[config.mk]
export PLATFORM = sky130hd
export DESIGN_NAME = timed_seq_rec
export DESIGN_NICKNAME = d
export VERILOG_FILES = /design/src/rtl/timed_seq_rec.sv
export SDC_FILE = /design/constraint.sdc
export NUM_CORES = 1
export LEC_CHECK = 0
export ABC_AREA = 1
export CAP_MARGIN = 20
export CORE_ASPECT_RATIO = 0.75
export CORE_MARGIN = 2
export CORE_UTILIZATION = 60
export DETAILED_ROUTE_END_ITERATION = 10
export PLACE_DENSITY_LB_ADDON = 0.05
export SYNTH_ARGS = -nofsm -noshare
export SYNTH_HDL_FRONTEND = slang
export SYNTH_SLANG_ARGS = --single-unit
[constraint.sdc]
create_clock -name in_clk -period 6.74 [get_ports in_clk]
set_input_delay 0.674 -clock in_clk [delete_from_list [all_inputs] [get_ports in_clk]]
set_output_delay 0.674 -clock in_clk [all_outputs]
set_load 0.02 [all_outputs]
[src/rtl/timed_seq_rec.sv]
// timed_seq_rec: records every value change on a parallel data bus as a
// (value, duration-in-ticks) entry into a FIFO.
// The FIFO is drained through a first-word-fall-through read port.
module timed_seq_rec #(
  parameter int unsigned MAIN_HZ   = 1_000_000,
  parameter int unsigned TICK_HZ   = 1_000,
  parameter int unsigned DATA_BITS = 8,
  parameter int unsigned TIME_BITS = 16,
  parameter int unsigned DEPTH     = 16
) (
  input  logic                      in_clk,
  input  logic                      in_rst,
  input  logic                      in_enable,
  input  logic [DATA_BITS-1:0]      in_data,
  input  logic                      in_read,
  output logic                      out_valid,
  output logic [DATA_BITS-1:0]      out_data,
  output logic [TIME_BITS-1:0]      out_duration,
  output logic [$clog2(DEPTH):0]    out_count,
  output logic                      out_full,
  output logic                      out_overflow
);

  localparam int unsigned DIV = MAIN_HZ / TICK_HZ;
  localparam int unsigned PW  = (DIV > 1) ? $clog2(DIV) : 1;
  localparam int unsigned AW  = (DEPTH > 1) ? $clog2(DEPTH) : 1;
  localparam int unsigned CW  = $clog2(DEPTH) + 1;

  localparam logic [PW-1:0]        PRE_LAST = PW'(DIV - 1);
  localparam logic [TIME_BITS-1:0] DUR_MAX  = '1;
  localparam logic [CW-1:0]        CNT_FULL = CW'(DEPTH);

  typedef struct packed {
    logic [DATA_BITS-1:0] data;
    logic [TIME_BITS-1:0] dur;
  } entry_t;

  typedef enum logic [0:0] {
    ST_IDLE = 1'b0,
    ST_RUN  = 1'b1
  } state_t;

  state_t               state_q, state_d;
  logic [DATA_BITS-1:0] cur_q, cur_d;
  logic [TIME_BITS-1:0] dur_q, dur_d;
  logic [PW-1:0]        pre_q, pre_d;

  logic [AW-1:0]        wr_ptr_q, wr_ptr_d;
  logic [AW-1:0]        rd_ptr_q, rd_ptr_d;
  logic [CW-1:0]        count_q, count_d;
  logic                 ovf_q, ovf_d;

  entry_t               mem_q [DEPTH];

  logic                 tick;
  logic                 push;
  entry_t               push_entry;
  logic                 pop;
  logic                 do_write;
  logic                 fifo_full;
  logic                 fifo_empty;

  assign tick       = (state_q == ST_RUN) && (pre_q == PRE_LAST);
  assign fifo_full  = (count_q == CNT_FULL);
  assign fifo_empty = (count_q == '0);

  // State, current-segment and FIFO bookkeeping registers
  always_ff @(posedge in_clk) begin
    if (in_rst) begin
      state_q  <= ST_IDLE;
      cur_q    <= '0;
      dur_q    <= '0;
      pre_q    <= '0;
      wr_ptr_q <= '0;
      rd_ptr_q <= '0;
      count_q  <= '0;
      ovf_q    <= 1'b0;
    end else begin
      state_q  <= state_d;
      cur_q    <= cur_d;
      dur_q    <= dur_d;
      pre_q    <= pre_d;
      wr_ptr_q <= wr_ptr_d;
      rd_ptr_q <= rd_ptr_d;
      count_q  <= count_d;
      ovf_q    <= ovf_d;
    end
  end

  // Entry storage; contents are don't-care until written, so no reset
  always_ff @(posedge in_clk) begin
    if (do_write) begin
      mem_q[wr_ptr_q] <= push_entry;
    end
  end

  // Recorder FSM: segment tracking, prescaler, duration and push generation
  always_comb begin
    state_d    = state_q;
    cur_d      = cur_q;
    dur_d      = dur_q;
    pre_d      = pre_q;
    push       = 1'b0;
    push_entry = '0;

    case (state_q)
      ST_IDLE: begin
        pre_d = '0;
        dur_d = '0;
        if (in_enable) begin
          cur_d   = in_data;
          state_d = ST_RUN;
        end
      end

      ST_RUN: begin
        pre_d = tick ? '0 : pre_q + PW'(1);
        if (!in_enable) begin
          // Flush the open segment; a coincident data change is ignored
          push       = 1'b1;
          push_entry = '{data: cur_q, dur: dur_q};
          pre_d      = '0;
          dur_d      = '0;
          state_d    = ST_IDLE;
        end else if (in_data != cur_q) begin
          push       = 1'b1;
          push_entry = '{data: cur_q, dur: dur_q};
          cur_d      = in_data;
          dur_d      = '0;
          pre_d      = '0;
        end else if (tick && (dur_q == DUR_MAX)) begin
          // Duration saturated: emit and keep recording the same value
          push       = 1'b1;
          push_entry = '{data: cur_q, dur: DUR_MAX};
          dur_d      = '0;
        end else if (tick) begin
          dur_d = dur_q + TIME_BITS'(1);
        end
      end

      default: begin
        state_d = ST_IDLE;
      end
    endcase
  end

  // FIFO control: pop ignored when empty, push dropped when full without pop
  always_comb begin
    pop      = in_read && !fifo_empty;
    do_write = push && (!fifo_full || pop);
    wr_ptr_d = do_write ? wr_ptr_q + AW'(1) : wr_ptr_q;
    rd_ptr_d = pop ? rd_ptr_q + AW'(1) : rd_ptr_q;
    count_d  = count_q + CW'(do_write) - CW'(pop);
    ovf_d    = ovf_q || (push && fifo_full && !pop);
  end

  // Head entry falls through to the outputs; zeroed while empty
  always_comb begin
    out_valid    = !fifo_empty;
    out_data     = '0;
    out_duration = '0;
    if (!fifo_empty) begin
      out_data     = mem_q[rd_ptr_q].data;
      out_duration = mem_q[rd_ptr_q].dur;
    end
  end

  assign out_count    = count_q;
  assign out_full     = fifo_full;
  assign out_overflow = ovf_q;

endmodule

After elaboration in Yosys (flattened, before gate mapping)
Memory sizes are Yosys's and may differ from the RTL's. A register that Yosys moved wholly into a read port is not among the register bits.
Cells that the tools add are included.
{"block": "word_totals", "register_bits": 49, "latch_bits": 0, "ramBits": 384, "romBits": 0, "in_bits": 12, "wordCells": 65, "n_memories": 1}
{"block": "op_classes", "addsub": 6, "n_mul": 0, "div_mod_pow": 0, "order_cmp": 0, "n_eq_ne": 8, "n_shift": 0, "mux": 28, "n_bitwise": 1, "reduce_logical": 13}
{"memory": "mem_q", "words": 16, "width": 24, "rd": 1, "rd_clocked_by_memory_dff": 1, "write_ports": 1, "line": "53", "rtl": "entry_t mem_q [DEPTH];"}
{"cell": "2-to-1 mux 24 bit", "n": 4}
{"cell": "2-to-1 mux 16 bit", "n": 5}
{"cell": "2-to-1 mux 8 bit", "n": 4}
{"cell": "case mux 16 bit (2 select lines)", "n": 1}
{"cell": "2-to-1 mux 10 bit", "n": 3}
{"cell": "case mux 10 bit (2 select lines)", "n": 1}
{"cell": "adder 16 x 1 -> 16 bit (second input constant)", "n": 1}
{"cell": "equality test 16 bit (second input constant)", "n": 1}
{"cell": "case mux 8 bit (2 select lines)", "n": 1}
{"cell": "adder 10 x 1 -> 10 bit (second input constant)", "n": 1}
{"cell": "equality test 10 bit (second input constant)", "n": 1}
{"cell": "adder 4 x 1 -> 4 bit (second input constant)", "n": 2}
{"cell": "2-to-1 mux 4 bit", "n": 2}
{"cell": "inequality test 8 bit", "n": 1}
{"cell": "2-to-1 mux 1 bit", "n": 7}
{"cell": "logical AND 1 bit", "n": 6}
{"cell": "adder 5 x 1 -> 5 bit", "n": 1}
{"cell": "equality test 5 bit (second input constant)", "n": 1}
{"cell": "zero test 5 bit", "n": 1}
{"cell": "inequality test 5 x 2 -> 1 bit (second input constant)", "n": 1}
{"cell": "subtractor 5 x 1 -> 5 bit", "n": 1}
{"cell": "inequality test 2 bit (second input constant)", "n": 2}
{"cell": "zero test 1 bit", "n": 3}
{"cell": "AND reduction 3 bit", "n": 1}
{"cell": "other kinds (3)", "n": 4}

Longest topological paths before layout
{"block": "depth", "depth_word": 10, "mapped_depth": 18, "mapped_depth_nobuf": 18}

Worst setup path after synthesis
No wires, ideal clock.
{"block": "synth_path", "path_type": "register to register", "start": "reg count_q[2] (netlist: out_count[2])", "end": "mem mem_q[0][0] in the netlist's numbering (enable)", "setup_time_ps": 405, "arrival_time_ps": 2585, "path_slack_ps": 3751, "path_stages_with_launch": 10, "path_buffers": 0, "cell_sequence": "dfxtp_1 inv_1 ha_1 nand4_1 nand2_1 nand2_1 nand3_2 inv_2 nand2_2 nor2_1"}
{"block": "synth_between", "elab_chain_cells": 7, "elab_cells_between_ends": 9, "classes_between": "1 x eq/ne; 2 x mux; 6 x reduce/logical"}
{"item": "from (decl)", "line": "50", "rtl": "logic [CW-1:0] count_q, count_d;"}
{"item": "from (signal assigned)", "line": "85", "rtl": "count_q <= count_d;"}
{"item": "zero test 5 bit", "line": "65", "rtl": "assign fifo_empty = (count_q == '0);"}
{"item": "zero test 1 bit"}
{"item": "net out_valid", "line": "16", "rtl": "output logic out_valid,"}
{"item": "logical AND 1 bit", "line": "149", "rtl": "pop = in_read && !fifo_empty;"}
{"item": "logical OR 1 bit", "line": "150", "rtl": "do_write = push && (!fifo_full || pop);"}
{"item": "logical AND 1 bit", "line": "150"}
{"item": "2-to-1 mux 1 bit", "line": "92", "rtl": "if (do_write) begin"}
{"item": "2-to-1 mux 1 bit (not written as such)", "line": "93", "rtl": "mem_q[wr_ptr_q] <= push_entry;"}
{"item": "to (decl)", "line": "53"}
The timed path passes the listed nets, and every way through them passes these cells.

==> impl_metrics.toml <==
[finish]
n_fill_cell = 2111
drive_gt1_share_pct = 8.89
instances_no_fill = 1944
n_antenna_cell = 0
area_growth_pct = 12.8
layout.nets = 1545

[timing]
setup_viol = 0
fmax_ghz = 0.213
period_minus_slack_ns = 4.71
hold_viol = 0
fin_skew_ns = 0.0197
fin_ws_ns = 2.03
fin_crit_sh_pct = 69.8
setup_tns_ns = 0
rsz0062_at_grt = "false"
slew-limit-headroom_pct = 24.5
tightest_slew_ns = 1.13
slew_violations = 0
timing.hold.ws_ns = 0.455

[logic_synthesis]
yosysWarnings = 0
yosys-top-cells-count = "384 x edfxtp_1, 302 x nor2_1, 209 x o21ai_0"
yosys-top-cells-area = "edfxtp_1 65%, nor2_1 6.4%, dfxtp_1 5.9%"
synth_seq_area_share_pct = 70.6
avgSynthCellArea_sq_um = 11.9
syn_nets = 1523
yosysTopAreaCellShare_pct = 64.6
synth_edf_count = 384
yosysTopAreaCell = "edfxtp_1"
synth_seq_cells = 437
synth_area_sq_um = 17800
synth_cells = 1498
synth_most_common_cell = "edfxtp_1"
ys_async_sr_fraction_pct = 0
synth_cell_types = 39
synth-main-ff-cell = "edfxtp_1"

[setup_path]
crit_path_top_delay_cell = "inv_4"
cp-end-kind = "output port"
r2r-end = "out_count[4]"
cp.required_ns = 6.07
crit_path_end = "out_data[5]"
rr_worst_depth = 17
cp.buffers_inverters = 3
r2r_slack_ns = 3.63
slowest_delay_ns = 0.76
cp_max_fo = 92
crit_path_cell_trace = "inv_4, buf_4, o21ai_0, o221ai_1, nand3_1, a21oi_1, clkdlybuf4s50_1"
crit_type = "reg2out"
cp-start-kind = "flip-flop"
crit_family = "buffers and inverters"
path_depth = 7
worstReg2RegStart = "dur_q[0]"
crit_arrival_ns = 4.03

[place]
io_buffers = 43
place_congestion = 0.755
post-place-ws_ns = 2.59
placed_cells = 1859
hpwl_mm = 22.0

[grt]
antenna_found_initial = 0
grtUsageTotal_pct = 27.9
grt_start_max_net_pins = 103
grt_pass1_vias = 10900
grt-ovfl-total = 0
grt_first_pass_wirelength_mm = 65.1

[die]
core-area_sq_um = 29200
die_height_um = 153
rows = 54
die-width_um = 203
initial_core_util_pct = 61.1
io_pins = 44
die-area_sq_um = 31200

[cts]
clock-sinks = 437
clk_path_buf_depth = 3
numCtsBuffers = 42
cts_max_level = 2
cts_tree = "yes"
cts_resized = 0
clkTransAtPathRegs_ns = 0.06
clk_latency_ns = 0.56
cts_setup_buffers = 0
holdBufCountCts = 0
cts-root-buf = "clkbuf_16"

[detailed_routing]
via_per_inst = 6.05
first_pass_iters = 7
route.detailed.drc = 0
wirelength_mm = 43.3
drtAntennaViolNets = 0
wire_per_inst_um = 22.3
drt_iter0_markers = 1237
vias = 11800

[run_status]
outcome = "complete, no violations"

[flow_run]
cap_violations = 0

[min_path]
hp-class = "reg2reg"
hold_depth = 2

[pwr]
p_leak_nw = 6.55
power_mw = 6.82
worst_ir_drop_vdd_v = 0.000258
power.density_nw_per_um2 = 339
## worst min path at each step
stage | from | endpoint | slack, ns
3_3_place_gp | out_overflow | out_overflow | 0.44
4_1_cts | out_overflow | out_overflow | 0.46
5_1_grt | pre_q[0] | pre_q[0] | 0.49
6_report | out_overflow | out_overflow | 0.46
3_5_place_dp | out_overflow | out_overflow | 0.45
2_1_floorplan | pre_q[0] | pre_q[0] | 0.43
## power breakdown
part	internal (mW)	total (mW)	leakage, nW	switching [mW]
combinational	0.500	1.43	2.00	0.930
clock	1.36	2.34	0.664	0.982
sequential	2.96	3.05	3.89	0.0908
total	4.82	6.82	6.55	2.00
## area by class of cell
cell class | instances | area [sq um] | area share (%)
sequential | 437 | 12600 | 62.6
multi-input combinational | 888 | 4650 | 23.1
clock buffer | 58 | 1160 | 5.77
timing repair buffer | 68 | 726 | 3.61
tap | 392 | 490 | 2.44
inverter | 83 | 315 | 1.57
clock inverter | 18 | 190 | 0.945
## worst register-to-register path: stages (launching register included)
cell      delay [ns]
dfxtp_1         0.35
ha_1            0.25
nand2_2         0.10
nor2_4          0.05
nand2_2         0.13
nor2_2          0.06
nand2_2         0.08
nand3_4         0.15
nand2_4         0.37
nand2_1         0.19
nand2_1         0.13
ha_1            0.17
inv_1           0.05
fa_1            0.40
nor3_1          0.21
a211oi_1        0.08
o21ai_0         0.15
a21oi_1         0.06
## stage by stage
| step | util (%) | area [sq um] |
|---|---|---|
| 2_1_floorplan | - | 17800 |
| 3_3_place_gp | 63.7 | 18600 |
| 3_5_place_dp | 63.8 | 18600 |
| 4_1_cts | 68.4 | 20000 |
| 5_1_grt | 69.0 | 20100 |
| 6_report | 69.0 | 20100 |
## placed cells by master (no fill, tap or decap), types with 17 or more instances in the layout
cell,synthesis,routed
edfxtp_1,384,384
buf_4,5,17
o21ai_0,209,209
a21oi_1,52,52
nor2_4,1,17
inv_1,76,75
o221ai_1,76,76
o22ai_1,20,20
clkdlybuf4s50_1,0,43
nor2_1,302,286
nand2_1,88,88
nand3_1,58,58
clkbuf_16,0,43
dfxtp_1,53,50
## registers in the layout, indices dropped and copies added, names as in the netlist, named ones only
signal	cells
wr_ptr_q	4
state_q	1
out_count	5
rd_ptr_q	4
pre_q	10
cur_q	8
mem_q	384
out_overflow	1
dur_q	16
## per-layer routing
layer | share of wire, % | vias to the layer above | global-route usage [%]
li1 | - | 5482 | -
met1 | 43 | 5674 | 40.1
met2 | 47 | 538 | 43.2
met3 | 8.4 | 73 | 5.12
met4 | 2.4 | 0 | 9.80
met5 | 0 | - | 0
## kinds of logic after synthesis
logic type	count (synthesis)	share of synthesized area [%]
AOI/OAI and AO/OA	378	12.6
buffers and inverters	173	4.07
and+or+nand+nor	492	11.6
DFF	437	70.6
xor gates and xnor gates	5	0.245
adders and majority gates	13	0.954
(Power assumes the default switching activity.)
